`config.mk`:
```
export PLATFORM = sky130hd
export DESIGN_NAME = serial_mag_comp_lsb_flat
export DESIGN_NICKNAME = d
export VERILOG_FILES = /design/src/rtl/serial_cmp_pkg.sv /design/src/rtl/serial_mag_comp_lsb_if.sv /design/src/rtl/serial_cmp_cell.sv /design/src/rtl/serial_mag_comp_lsb.sv /design/src/flat_wrapper.sv
export SDC_FILE = /design/constraint.sdc
export NUM_CORES = 1
export LEC_CHECK = 0
export CAP_MARGIN = 40
export CORE_AREA = 8 8 45 47
export DETAILED_ROUTE_END_ITERATION = 6
export DIE_AREA = 0 0 53 55
export PLACE_DENSITY = 0.49
export SLEW_MARGIN = 20
export SYNTH_ARGS = -nofsm -noshare
export SYNTH_HDL_FRONTEND = slang
export SYNTH_SLANG_ARGS = --single-unit
```
`constraint.sdc`:
```
create_clock -name clk -period 3.3 [get_ports clk]
set_clock_uncertainty 0.1 [all_clocks]
set_input_delay 0.99 -clock clk [delete_from_list [all_inputs] [get_ports clk]]
set_output_delay 0.99 -clock clk [all_outputs]
set_load 0.02 [all_outputs]
```
`src/rtl/serial_cmp_pkg.sv`:
```
// Shared types and constants for the LSB-first serial magnitude comparator.
package serial_cmp_pkg;

  typedef enum logic [1:0] {
    ST_IDLE  = 2'd0,
    ST_SHIFT = 2'd1,
    ST_DONE  = 2'd2
  } state_t;

  // Running verdict at arm time: operands are equal until a bit pair differs.
  localparam logic VERDICT_E_INIT = 1'b1;
  localparam logic VERDICT_G_INIT = 1'b0;
  localparam logic VERDICT_L_INIT = 1'b0;

  function automatic int cnt_w(input int n);
    return $clog2(n);
  endfunction

endpackage

```
`src/rtl/serial_mag_comp_lsb_if.sv`:
```
// Handshake and bit-pair bus between a bit source (master) and the comparator (slave).
interface serial_mag_comp_lsb_if;
  logic start;
  logic bit_valid;
  logic a_bit;
  logic b_bit;
  logic busy;
  logic done;
  logic e;
  logic g;
  logic l;

  modport master (
    output start, bit_valid, a_bit, b_bit,
    input  busy, done, e, g, l
  );

  modport slave (
    input  start, bit_valid, a_bit, b_bit,
    output busy, done, e, g, l
  );
endinterface

```
`src/rtl/serial_cmp_cell.sv`:
```
// Next running verdict from the current verdict and one bit pair.
// The sign-bit polarity path exists only when SERIAL_CMP_SIGNED_EN is defined.
module serial_cmp_cell (
  input  logic i_e,
  input  logic i_g,
  input  logic i_l,
  input  logic i_a_bit,
  input  logic i_b_bit,
  input  logic i_is_sign_bit,
  output logic o_e,
  output logic o_g,
  output logic o_l
);

  logic w_diff;
  logic w_g_new;

  assign w_diff = i_a_bit ^ i_b_bit;

`ifdef SERIAL_CMP_SIGNED_EN
  // In two's complement a set sign bit means the smaller operand.
  assign w_g_new = i_is_sign_bit ? i_b_bit : i_a_bit;
`else
  logic w_unused_sign;
  assign w_unused_sign = i_is_sign_bit;
  assign w_g_new       = i_a_bit;
`endif

  assign o_e = i_e & ~w_diff;
  assign o_g = w_diff ? w_g_new  : i_g;
  assign o_l = w_diff ? ~w_g_new : i_l;

endmodule

```
`src/rtl/serial_mag_comp_lsb.sv`:
```
// Bit-serial LSB-first magnitude comparator: FSM, bit counter and verdict registers.
// Define SERIAL_CMP_SIGNED_EN for two's complement operands.
module serial_mag_comp_lsb
  import serial_cmp_pkg::*;
#(
  parameter int N = 4
) (
  input  logic                clk,
  input  logic                rst,
  serial_mag_comp_lsb_if.slave bus
);

  localparam int CNT_W = cnt_w(N);
  localparam logic [CNT_W-1:0] LAST_IDX = CNT_W'(N - 1);

  state_t           r_state;
  logic [CNT_W-1:0] r_cnt;
  logic             r_busy;
  logic             r_done;
  logic             r_e;
  logic             r_g;
  logic             r_l;

  logic w_is_last;
  logic w_e_next;
  logic w_g_next;
  logic w_l_next;

  assign w_is_last = (r_cnt == LAST_IDX);

  serial_cmp_cell u_cell (
    .i_e           (r_e),
    .i_g           (r_g),
    .i_l           (r_l),
    .i_a_bit       (bus.a_bit),
    .i_b_bit       (bus.b_bit),
    .i_is_sign_bit (w_is_last),
    .o_e           (w_e_next),
    .o_g           (w_g_next),
    .o_l           (w_l_next)
  );

  always_ff @(posedge clk) begin
    if (rst) begin
      r_state <= ST_IDLE;
      r_cnt   <= '0;
      r_busy  <= 1'b0;
      r_done  <= 1'b0;
      r_e     <= 1'b0;
      r_g     <= 1'b0;
      r_l     <= 1'b0;
    end else begin
      r_done <= 1'b0;
      case (r_state)
        ST_IDLE, ST_DONE: begin
          if (bus.start) begin
            r_state <= ST_SHIFT;
            r_cnt   <= '0;
            r_busy  <= 1'b1;
            r_e     <= VERDICT_E_INIT;
            r_g     <= VERDICT_G_INIT;
            r_l     <= VERDICT_L_INIT;
          end
        end
        ST_SHIFT: begin
          if (bus.bit_valid) begin
            r_e <= w_e_next;
            r_g <= w_g_next;
            r_l <= w_l_next;
            if (w_is_last) begin
              r_state <= ST_DONE;
              r_busy  <= 1'b0;
              r_done  <= 1'b1;
            end else begin
              r_cnt <= r_cnt + 1'b1;
            end
          end
        end
        default: begin
          r_state <= ST_IDLE;
          r_busy  <= 1'b0;
        end
      endcase
    end
  end

  assign bus.busy = r_busy;
  assign bus.done = r_done;
  assign bus.e    = r_e;
  assign bus.g    = r_g;
  assign bus.l    = r_l;

endmodule

```
`src/flat_wrapper.sv`:
```
// flat-port wrapper written by rule: the top's interface ports become plain ports
module serial_mag_comp_lsb_flat import serial_cmp_pkg::*;
#(
  parameter int N = 4
)
  (clk, rst, bus_start, bus_bit_valid, bus_a_bit, bus_b_bit, bus_busy, bus_done, bus_e, bus_g, bus_l);
  serial_mag_comp_lsb_if bus_i ();
  input  logic clk;
  input  logic rst;
  input wire logic [$bits(bus_i.start)-1:0] bus_start;
  input wire logic [$bits(bus_i.bit_valid)-1:0] bus_bit_valid;
  input wire logic [$bits(bus_i.a_bit)-1:0] bus_a_bit;
  input wire logic [$bits(bus_i.b_bit)-1:0] bus_b_bit;
  output wire logic [$bits(bus_i.busy)-1:0] bus_busy;
  output wire logic [$bits(bus_i.done)-1:0] bus_done;
  output wire logic [$bits(bus_i.e)-1:0] bus_e;
  output wire logic [$bits(bus_i.g)-1:0] bus_g;
  output wire logic [$bits(bus_i.l)-1:0] bus_l;
  assign bus_i.start = bus_start;
  assign bus_i.bit_valid = bus_bit_valid;
  assign bus_i.a_bit = bus_a_bit;
  assign bus_i.b_bit = bus_b_bit;
  assign bus_busy = bus_i.busy;
  assign bus_done = bus_i.done;
  assign bus_e = bus_i.e;
  assign bus_g = bus_i.g;
  assign bus_l = bus_i.l;
  serial_mag_comp_lsb #(.N(N)) u_core (.clk(clk), .rst(rst), .bus(bus_i));
endmodule
```
==> results of run 1 <==
[per-stage QoR]
step	total power [mW]	hold slack (ns)	worst slack (ns)	cell area (sq um)	utilization
floorplan	0.1205	0.3561	1.446	372.9	-
global route	0.2206	0.4462	0.7812	510.5	0.3689
global placement	0.1366	0.3665	0.8376	488.0	0.3526
CTS	0.2138	0.3891	0.8258	510.5	0.3689
finish	0.2104	0.3830	0.8360	510.5	0.3689
detailed placement	0.1379	0.3818	0.7970	488.0	0.3526
[final timing paths]
check / to / slack (ns) / depth (start not counted)
max reg2reg: u_core.r_cnt[0]$_SDFFE_PP0P_ / 1.66 / 4
max: bus_busy / 0.84 / 1
min reg2reg: u_core.bus.e$_SDFFE_PP0P_ / 0.38 / 2
min: u_core.bus.e$_SDFFE_PP0P_ / 0.38 / 2
[final cells by class]
| type | count | share of cell area |
|---|---|---|
| multi-input cells | 29 | 0.3995 |
| flip-flops and latches | 8 | 0.3137 |
| well taps | 16 | 0.03922 |
| repair buffers | 10 | 0.1961 |
| inverters | 1 | 0.007353 |
| clock buffers | 3 | 0.04412 |
[synthesized netlist by cell type, types with 2 or more instances]
cell and n:
nand2_1 4, o21ai_0 2, dfxtp_1 8, nor2_1 2, a21oi_1 3
[placed cells by master, fill, tap and decap left out]
cell	instances
o31ai_1	1
nand2b_1	1
a21boi_0	1
xnor2_1	1
a21oi_1	3
nand3b_1	1
o2111ai_1	1
and4_2	1
nand4bb_2	1
dfxtp_1	8
nand3_1	1
ha_1	1
o21ai_0	2
nor2b_1	1
nor3b_1	1
clkbuf_4	3
nor2_1	2
nand4_1	1
or4b_1	1
a2bb2oi_1	1
nand4b_1	1
a32oi_1	1
inv_1	1
clkdlybuf4s50_1	10
a41o_1	1
nand2_1	4
[state kept, by name, indices dropped and copies added, names as in the netlist]
register,count
u_core.bus.done,1
u_core.r_state,1
u_core.bus.e,1
u_core.bus.g,1
u_core.r_cnt,2
u_core.bus.l,1
u_core.bus.busy,1
[power groups by stage]
stage	Sequential, mW	Combinational [mW]	Clock [mW]
floorplan	0.108	0.0126	0
global placement	0.105	0.0317	0
detailed placement	0.105	0.0327	0
CTS	0.103	0.0329	0.0780
global route	0.104	0.0355	0.0815
finish	0.103	0.0325	0.0749
[kinds of logic after synthesis]
group                    Yosys count
flip-flops                         8
adder cells (fa/ha/maj)            1
AND/OR/NAND/NOR                   16
buffers and inverters              2
XOR/XNOR                           1
AO/OA/AOI/OAI                     11
[metal layers]
| layer | up-vias | track usage |
|---|---|---|
| met1 | 165 | 0.07154 |
| met2 | 11 | 0.1270 |
| met5 | - | 0 |
| met3 | 2 | 0.02941 |
| met4 | 0 | 0.05172 |
| li1 | 173 | - |
==> results.cfg, run 1 <==
[critical_path]
critPathTopFamily = buffers and inverters
peak_per_stage_delay_on_the_critical_path_ns = 0.66
crit_path_top_delay_cell = clkdlybuf4s50_1
timing.rr.start = u_core.r_cnt[0]$_SDFFE_PP0P_
worst_setup_path_start_kind = register
crit_required_ns = 2.21
critical_path.startpoint = u_core.bus.busy$_SDFFE_PP0P_
path_cells = clkdlybuf4s50_1
critPathArrivalTime_ns = 1.37
critical_path_peak_fanout = 8
crit_path_end_kind = output pin
worstPathBufferInverterCount = 1
timing_worst_setup_path_type = reg -> out

[finish]
synthToLayoutAreaGrowth_pct = 36.91
n_antenna_cell = 0
area.sequential_sq_um = 160.2
num-fill-cells = 138
drive_above_1_share = 0.09804
multiInputGateArea_sq_um = 203.9
layoutNonFillerInstCount = 67
nets = 60

[floorplanning]
floorplan.io_pins = 11
chipWidth_um = 53
die_area_sq_um = 2915
core_sq_um = 1384
row_count = 14
starting_density = 0.2694
dieHeight_um = 55

[timing]
finalCritPeriodShare = 0.7467
timing.setup.tns_ns = 0
max_freq_mhz = 405.8
slew_headroom = 0.7849
finalSetupViolCount = 0
hold_viol_final = 0
rsz0062_at_grt = no
final_slew_viol_count = 0
tightestPinTransition_ns = 0.3226
period_needed_ns = 2.464

[synthesis]
cell_type_contributing_the_most_total_cell_area_after_synthesis = dfxtp_1
yosysUniqueCellTypes = 25
synth_fp_nets = 46
synth_top_family_by_area = simple AND/OR/NAND/NOR gates
synth_ff_type = dfxtp_1
xor_xnor_share_of_the_synthesized_area = 0.02349
post_synth_arst_share = 0
synth_warnings = 0
post_synth_instance_area_sq_um = 372.9
synth_seq_area_share = 0.4295
synth_adder_area_share = 0.03356
synth_top_cell_area_share = 0.4295
postSynthRegisterBits = 8
synth.area.mux_share = 0
synth_top_area_cells = dfxtp_1 43%, nand4bb_2 4.4%, a21oi_1 4.0%
share_of_the_synthesized_area_in_compound_gates_ao_oa_aoi_oai = 0.2047
avgSynthCellArea_sq_um = 9.560
syn-instance-count = 39
synth_simple_gate_area_share = 0.2852
number_of_enable_flip_flop_cells_after_synthesis = 0

[detailed_routing]
postRouteAntennaNets = 0
route.met2.wl_um = 450
routed_wirelength_um = 945
drt_pass1_iterations = 4
met3RoutedLength_um = 72
top_layer = met4
routedWlPerCell_um = 14.10
met1_length_um = 407
residual_drc_count = 0
vias = 351
drtIter0Drc = 5
route.detailed.vias_per_inst = 5.239

[cts]
numClockSinks = 8
path_clk_slew_ns = 0.05
insertion_delay_of_the_later_clocked_pin_in_the_worst_skew_pair_ns = 0.25
cts_repair_resized_insts = 0
clock_path_buffers = 2
cts_tree = built
cts_inserted_buffers = 3
htree_num_levels = 1
postCtsSetupRepairBufs = 0
clockRootBuffer = clkbuf_4
holdBufCountCts = 0

[power_and_ir_drop]
p_switching_uw = 53.20
power_density_nw_per_um2 = 412.1
combinationalPowerShare = 0.154
pwr-share-clk = 0.356
vdd.ir_drop.worst_mv = 0.2652
power_switching_share = 0.2529
internal_power_uw = 157.2
power_frac_seq = 0.490
static-leakage-power_nw = 0.1922

[placed_design]
hpwlAfterDp_um = 748.9
gpl.final_weighted_congestion = 0.7197
dp_cells = 64
port_buffers = 10

[grt]
global_route.usage.total = 0.07381
grt.overflow.total = 0
wire_length_of_the_first_global_routing_pass_um = 1573
grt_max_degree = 10
grt_antenna_before_repair = 0
number_of_global_route_vias_before_repair = 376

[worst_hold_path]
class_of_the_worst_hold_path = reg -> reg
timing.hold.worst.start = u_core.bus.e$_SDFFE_PP0P_

[run_status]
status = finished, final reports clean

[job]
timing.max_cap.violations = 0
(Power assumes the default switching activity.)
==> inputs of run 2 (changes only) <==
Settings changed: PLACE_DENSITY 0.49 to 0.51.
Clock period 3.3 ns to 2.26 ns, I/O delays scaled along.
==> run 2 against run 1 <==
Wire length fell by 6.5%. Worst setup slack got worse by 0.57 ns. Highest routed layer unchanged. Sequential cell count unchanged. Combinational power grew 74%. Cell area grew 7.4%. First-iteration DRC count grew 20%. Critical endpoint is now bus_l. Critical path depth stayed put. Register-to-register slack worse by 1.0 ns. Global-route usage increased by 0.22 points.
==> results.cfg, run 2 (synthesized netlist as in run 1, its figures left out) <==
[detailed_routing]
drtIter0Drc = 6
drt_pass1_iterations = 3
route.detailed.vias_per_inst = 5.028
vias = 362
postRouteAntennaNets = 0
routedWlPerCell_um = 12.28
routed_wirelength_um = 884
residual_drc_count = 0

[power_and_ir_drop]
static-leakage-power_nw = 0.2163
total_power_uw = 319.9
vdd.ir_drop.worst_mv = 0.2944
power_density_nw_per_um2 = 583.7

[critical_path]
path_cells = clkdlybuf4s50_1
peak_per_stage_delay_on_the_critical_path_ns = 0.61
timing_worst_setup_path_type = reg -> out
critPathArrivalTime_ns = 1.22
crit_path_end_kind = output pin
crit_required_ns = 1.48
worst_setup_path_start_kind = register
worstPathBufferInverterCount = 1
crit_path_top_delay_cell = clkdlybuf4s50_1
critical_path_peak_fanout = 3
critPathTopFamily = buffers and inverters

[timing]
tightestPinTransition_ns = 0.2138
final_slew_viol_count = 0
finalSetupViolCount = 0
timing.setup.tns_ns = 0
finalCritPeriodShare = 0.8835
slew_headroom = 0.8571
period_needed_ns = 1.997
whs_ns = 0.3758
rsz0062_at_grt = no
hold_viol_final = 0
max_freq_mhz = 500.8

[cts]
postCtsSetupRepairBufs = 0
path_clk_slew_ns = 0.06
cts_inserted_buffers = 3
holdBufCountCts = 0
numClockSinks = 8
cts_tree = built
cts_repair_resized_insts = 0
insertion_delay_of_the_later_clocked_pin_in_the_worst_skew_pair_ns = 0.26
clock_path_buffers = 2
htree_num_levels = 1
clockRootBuffer = clkbuf_4

[floorplanning]
die_area_sq_um = 2915
chipWidth_um = 53
core_sq_um = 1384
starting_density = 0.2694
row_count = 14
floorplan.io_pins = 11
dieHeight_um = 55

[finish]
registers.top_by_ff_count = u_core.r_cnt
n_antenna_cell = 0
final_common_cell = clkdlybuf4s50_1
final_area_sq_um = 548.0
largest_register_ffs = 2
drive_above_1_share = 0.1786
nets = 65
synthToLayoutAreaGrowth_pct = 46.98
most-common-layout-cells = 10 x clkdlybuf4s50_1, 8 x dfxtp_1, 5 x buf_4
layoutNonFillerInstCount = 72

[worst_hold_path]
class_of_the_worst_hold_path = reg -> reg

[placed_design]
gpl.final_weighted_congestion = 0.6584
dpl-instance-area_sq_um = 525.5
hpwlAfterDp_um = 670.4
dp_cells = 69
port_buffers = 10

[grt]
grt.overflow.total = 0
grt_antenna_before_repair = 0
grt_max_degree = 8
grt_util_met1 = 0.08384
number_of_global_route_vias_before_repair = 347
wire_length_of_the_first_global_routing_pass_um = 1504
global_route.usage.total = 0.07604
grt_util_met2 = 0.09766
gr-max-usage-layer = met2
groute.layer.met3.usage = 0.05882

[job]
timing.max_cap.violations = 0

[run_status]
status = finished, final reports clean
==> run 2: routing by layer <==
| metal | vias to the layer above | share of wire |
|---|---|---|
| met5 | - | 0 |
| met4 | 0 | 0.025 |
| met3 | 4 | 0.11 |
| met2 | 12 | 0.39 |
| met1 | 160 | 0.47 |
| li1 | 186 | - |
==> run 2: worst reg2reg max path, stage by stage, from the launching register on <==
cell       delay [ns]
dfxtp_1          0.32
ha_1             0.25
nand4bb_2        0.29
or4b_1           0.49
a21oi_1          0.13
==> run 2: path summary, 6_finish.rpt <==
check	start	end	slack [ns]	cells past startpoint
hold reg to reg	u_core.bus.e$_SDFFE_PP0P_	u_core.bus.e$_SDFFE_PP0P_	0.38	2
hold / removal	u_core.bus.e$_SDFFE_PP0P_	u_core.bus.e$_SDFFE_PP0P_	0.38	2
setup reg to reg	u_core.r_cnt[0]$_SDFFE_PP0P_	u_core.r_cnt[0]$_SDFFE_PP0P_	0.61	4
setup / recovery	u_core.bus.l$_SDFFE_PP0P_	bus_l	0.26	1
==> run 2: final cells by class <==
| class | count | area, sq um |
|---|---|---|
| inverters | 1 | 3.754 |
| multi-input cells | 29 | 203.9 |
| flip-flops and latches | 8 | 160.2 |
| fillers | 158 | 835.8 |
| repair buffers | 15 | 137.6 |
| well taps | 16 | 20.02 |
| clock buffers | 3 | 22.52 |
==> run 2: through the flow <==
step,setup WS (ns),utilization
floorplan,0.7177,-
global placement,0.1918,0.3797
detailed placement,0.1527,0.3797
CTS,0.2512,0.3960
global route,0.2076,0.3960
finish,0.2632,0.3960
==> run 2: power breakdown <==
group	total [mW]	switching (mW)	internal, mW
clock network	0.116	0.0544	0.0612
logic	0.0565	0.0267	0.0298
registers	0.148	0.00215	0.146
total	0.320	0.0832	0.237
==> inputs of run 3 (changes only) <==
Settings changed: ABC_AREA set to 1, CAP_MARGIN 40 to 20, PLACE_DENSITY 0.51 to 0.53.
==> run 3 against run 2 <==
Cell count is 22% higher. Core utilization shrank 0.18 points. Critical path depth unchanged. Wire length decreased by 1.4%. First-iteration DRC count fell by 67%. Hold slack worse by 0.0063 ns. Register-to-register slack gained 0.37 ns. Sequential cell count unchanged.
==> results.cfg, run 3 <==
[run_status]
status = finished, final reports clean

[finish]
largest_register_ffs = 2
nets = 81
n_antenna_cell = 0
registers.top_by_ff_count = u_core.r_cnt
most-common-layout-cells = 16 x nand2_1, 10 x clkdlybuf4s50_1, 8 x dfxtp_1
drive_above_1_share = 0.1111
final_common_cell = nand2_1
synthToLayoutAreaGrowth_pct = 37.97

[cts]
path_clk_slew_ns = 0.06
clockRootBuffer = clkbuf_4
holdBufCountCts = 0
insertion_delay_of_the_later_clocked_pin_in_the_worst_skew_pair_ns = 0.25
postCtsSetupRepairBufs = 0
cts_tree = built
numClockSinks = 8
cts_inserted_buffers = 3
htree_num_levels = 1
cts_repair_resized_insts = 0
clock_path_buffers = 2

[placed_design]
dp_slack_ns = 0.3345
port_buffers = 10
gpl.final_weighted_congestion = 0.7243
hpwlAfterDp_um = 714

[floorplanning]
row_count = 14
core_sq_um = 1384
chipWidth_um = 53
floorplan.io_pins = 11
starting_density = 0.2857
dieHeight_um = 55
die_area_sq_um = 2915

[timing]
finalSetupViolCount = 0
finalCritPeriodShare = 0.8671
tightestPinTransition_ns = 0.2952
whs_ns = 0.3695
rsz0062_at_grt = no
final.setup.worst_slack_ns = 0.3004
period_needed_ns = 1.960
hold_viol_final = 0
timing.setup.tns_ns = 0
slew_headroom = 0.8011
max_freq_mhz = 510.3
final_slew_viol_count = 0

[detailed_routing]
vias = 393
residual_drc_count = 0
drtIter0Drc = 2
drt_pass1_iterations = 2
routedWlPerCell_um = 9.909
postRouteAntennaNets = 0
routed_wirelength_um = 872
route.detailed.vias_per_inst = 4.466

[critical_path]
worst_setup_path_start_kind = register
crit_path_end_kind = output pin
critPathArrivalTime_ns = 1.18
crit_required_ns = 1.48
regToRegSetupSlack_ns = 0.98
timing_worst_setup_path_type = reg -> out
timing.rr.start = u_core.r_cnt[0]$_SDFFE_PP0P_
worstPathBufferInverterCount = 1
critPathTopFamily = buffers and inverters
critical_path.startpoint = u_core.bus.l$_SDFFE_PP0P_
path_cells = clkdlybuf4s50_1
peak_per_stage_delay_on_the_critical_path_ns = 0.60
crit_path_top_delay_cell = clkdlybuf4s50_1
critical_path_peak_fanout = 2

[grt]
gr-max-usage-layer = met2
grt.overflow.total = 0
number_of_global_route_vias_before_repair = 375
grt_max_degree = 9
grt_util_met2 = 0.09961
groute.layer.met3.usage = 0.04011
grt_util_met1 = 0.07739
wire_length_of_the_first_global_routing_pass_um = 1483
grt_antenna_before_repair = 0
global_route.usage.total = 0.07209

[synthesis]
yosysUniqueCellTypes = 13
cell_type_contributing_the_most_total_cell_area_after_synthesis = dfxtp_1
postSynthRegisterBits = 8
post_synth_instance_area_sq_um = 395.4
synth_seq_area_share = 0.4051
ys_top_cells_by_count = 16 x nand2_1, 8 x dfxtp_1, 7 x inv_1, 7 x nor2_1, 6 x a21oi_1
synth_top_area_cells = dfxtp_1 41%, nand2_1 15%, a21oi_1 7.6%
synthMostInstantiatedCell = nand2_1
synth_warnings = 0
avgSynthCellArea_sq_um = 6.817
synth_fp_nets = 65
number_of_enable_flip_flop_cells_after_synthesis = 0
post_synth_arst_share = 0
syn-instance-count = 58
synth_ff_type = dfxtp_1
synth_top_cell_area_share = 0.4051

[job]
timing.max_cap.violations = 0

[worst_hold_path]
class_of_the_worst_hold_path = reg -> reg
timing.hold.worst.start = u_core.r_cnt[1]$_SDFFE_PP0P_

[power_and_ir_drop]
power_density_nw_per_um2 = 647.9
vdd.ir_drop.worst_mv = 0.2354
static-leakage-power_nw = 0.2413
## run 3: cell count changes after synthesis, sizes merged, moves of 2 or more
cell   change
a21oi      +3
inv        +7
nand2     +14
nand3      +2
nor2       +5
o21ai      +3
## run 3: cell type report
| cell class | instances | area [sq um] |
|---|---|---|
| tap | 16 | 20.02 |
| fill | 155 | 838.3 |
| clock buffer | 3 | 22.52 |
| multi-input combinational | 42 | 205.2 |
| sequential | 8 | 160.2 |
| inverter | 8 | 30.03 |
| timing repair buffer | 11 | 107.6 |
## run 3: path summary, 6_finish.rpt
check	endpoint	cells past startpoint
hold reg to reg	u_core.r_cnt[1]$_SDFFE_PP0P_	2
setup / recovery	bus_l	1
hold / removal	u_core.r_cnt[1]$_SDFFE_PP0P_	2
setup reg to reg	u_core.r_cnt[1]$_SDFFE_PP0P_	5
## run 3: per-stage QoR
stage / util / area (sq um) / total power, mW / cells
after floorplan: - / 395.4 / 0.2117 / 58
after global placement: 0.3779 / 523.0 / 0.2477 / 85
after CTS: 0.3942 / 545.5 / 0.3604 / 88
final: 0.3942 / 545.5 / 0.3535 / 88
after global routing: 0.3942 / 545.5 / 0.3786 / 88
after detailed placement: 0.3779 / 523.0 / 0.2477 / 85
## run 3: kinds of logic (layout without fill, tap and decap cells)
| logic type | after synthesis | count (layout) | synth area share |
|---|---|---|---|
| AND/OR/NAND/NOR | 30 | 30 | 0.3196 |
| AO/OA/AOI/OAI | 11 | 11 | 0.1677 |
| adder cells (fa/ha/maj) | 1 | 1 | 0.03164 |
| flip-flops | 8 | 8 | 0.4051 |
| buffers and inverters | 8 | 22 | 0.07595 |
## run 3: power by group
group          leakage [nW]  switching [mW]  internal [mW]
Clock                0.0138          0.0494         0.0608
Sequential           0.0657         0.00560          0.151
Combinational         0.162          0.0475         0.0387
Total                 0.241           0.103          0.251
## run 3: metal layers
metal,wire [um],vias to the layer above
li1,-,214
met2,353,9
met4,27,0
met5,0,-
met3,92,4
met1,399,166
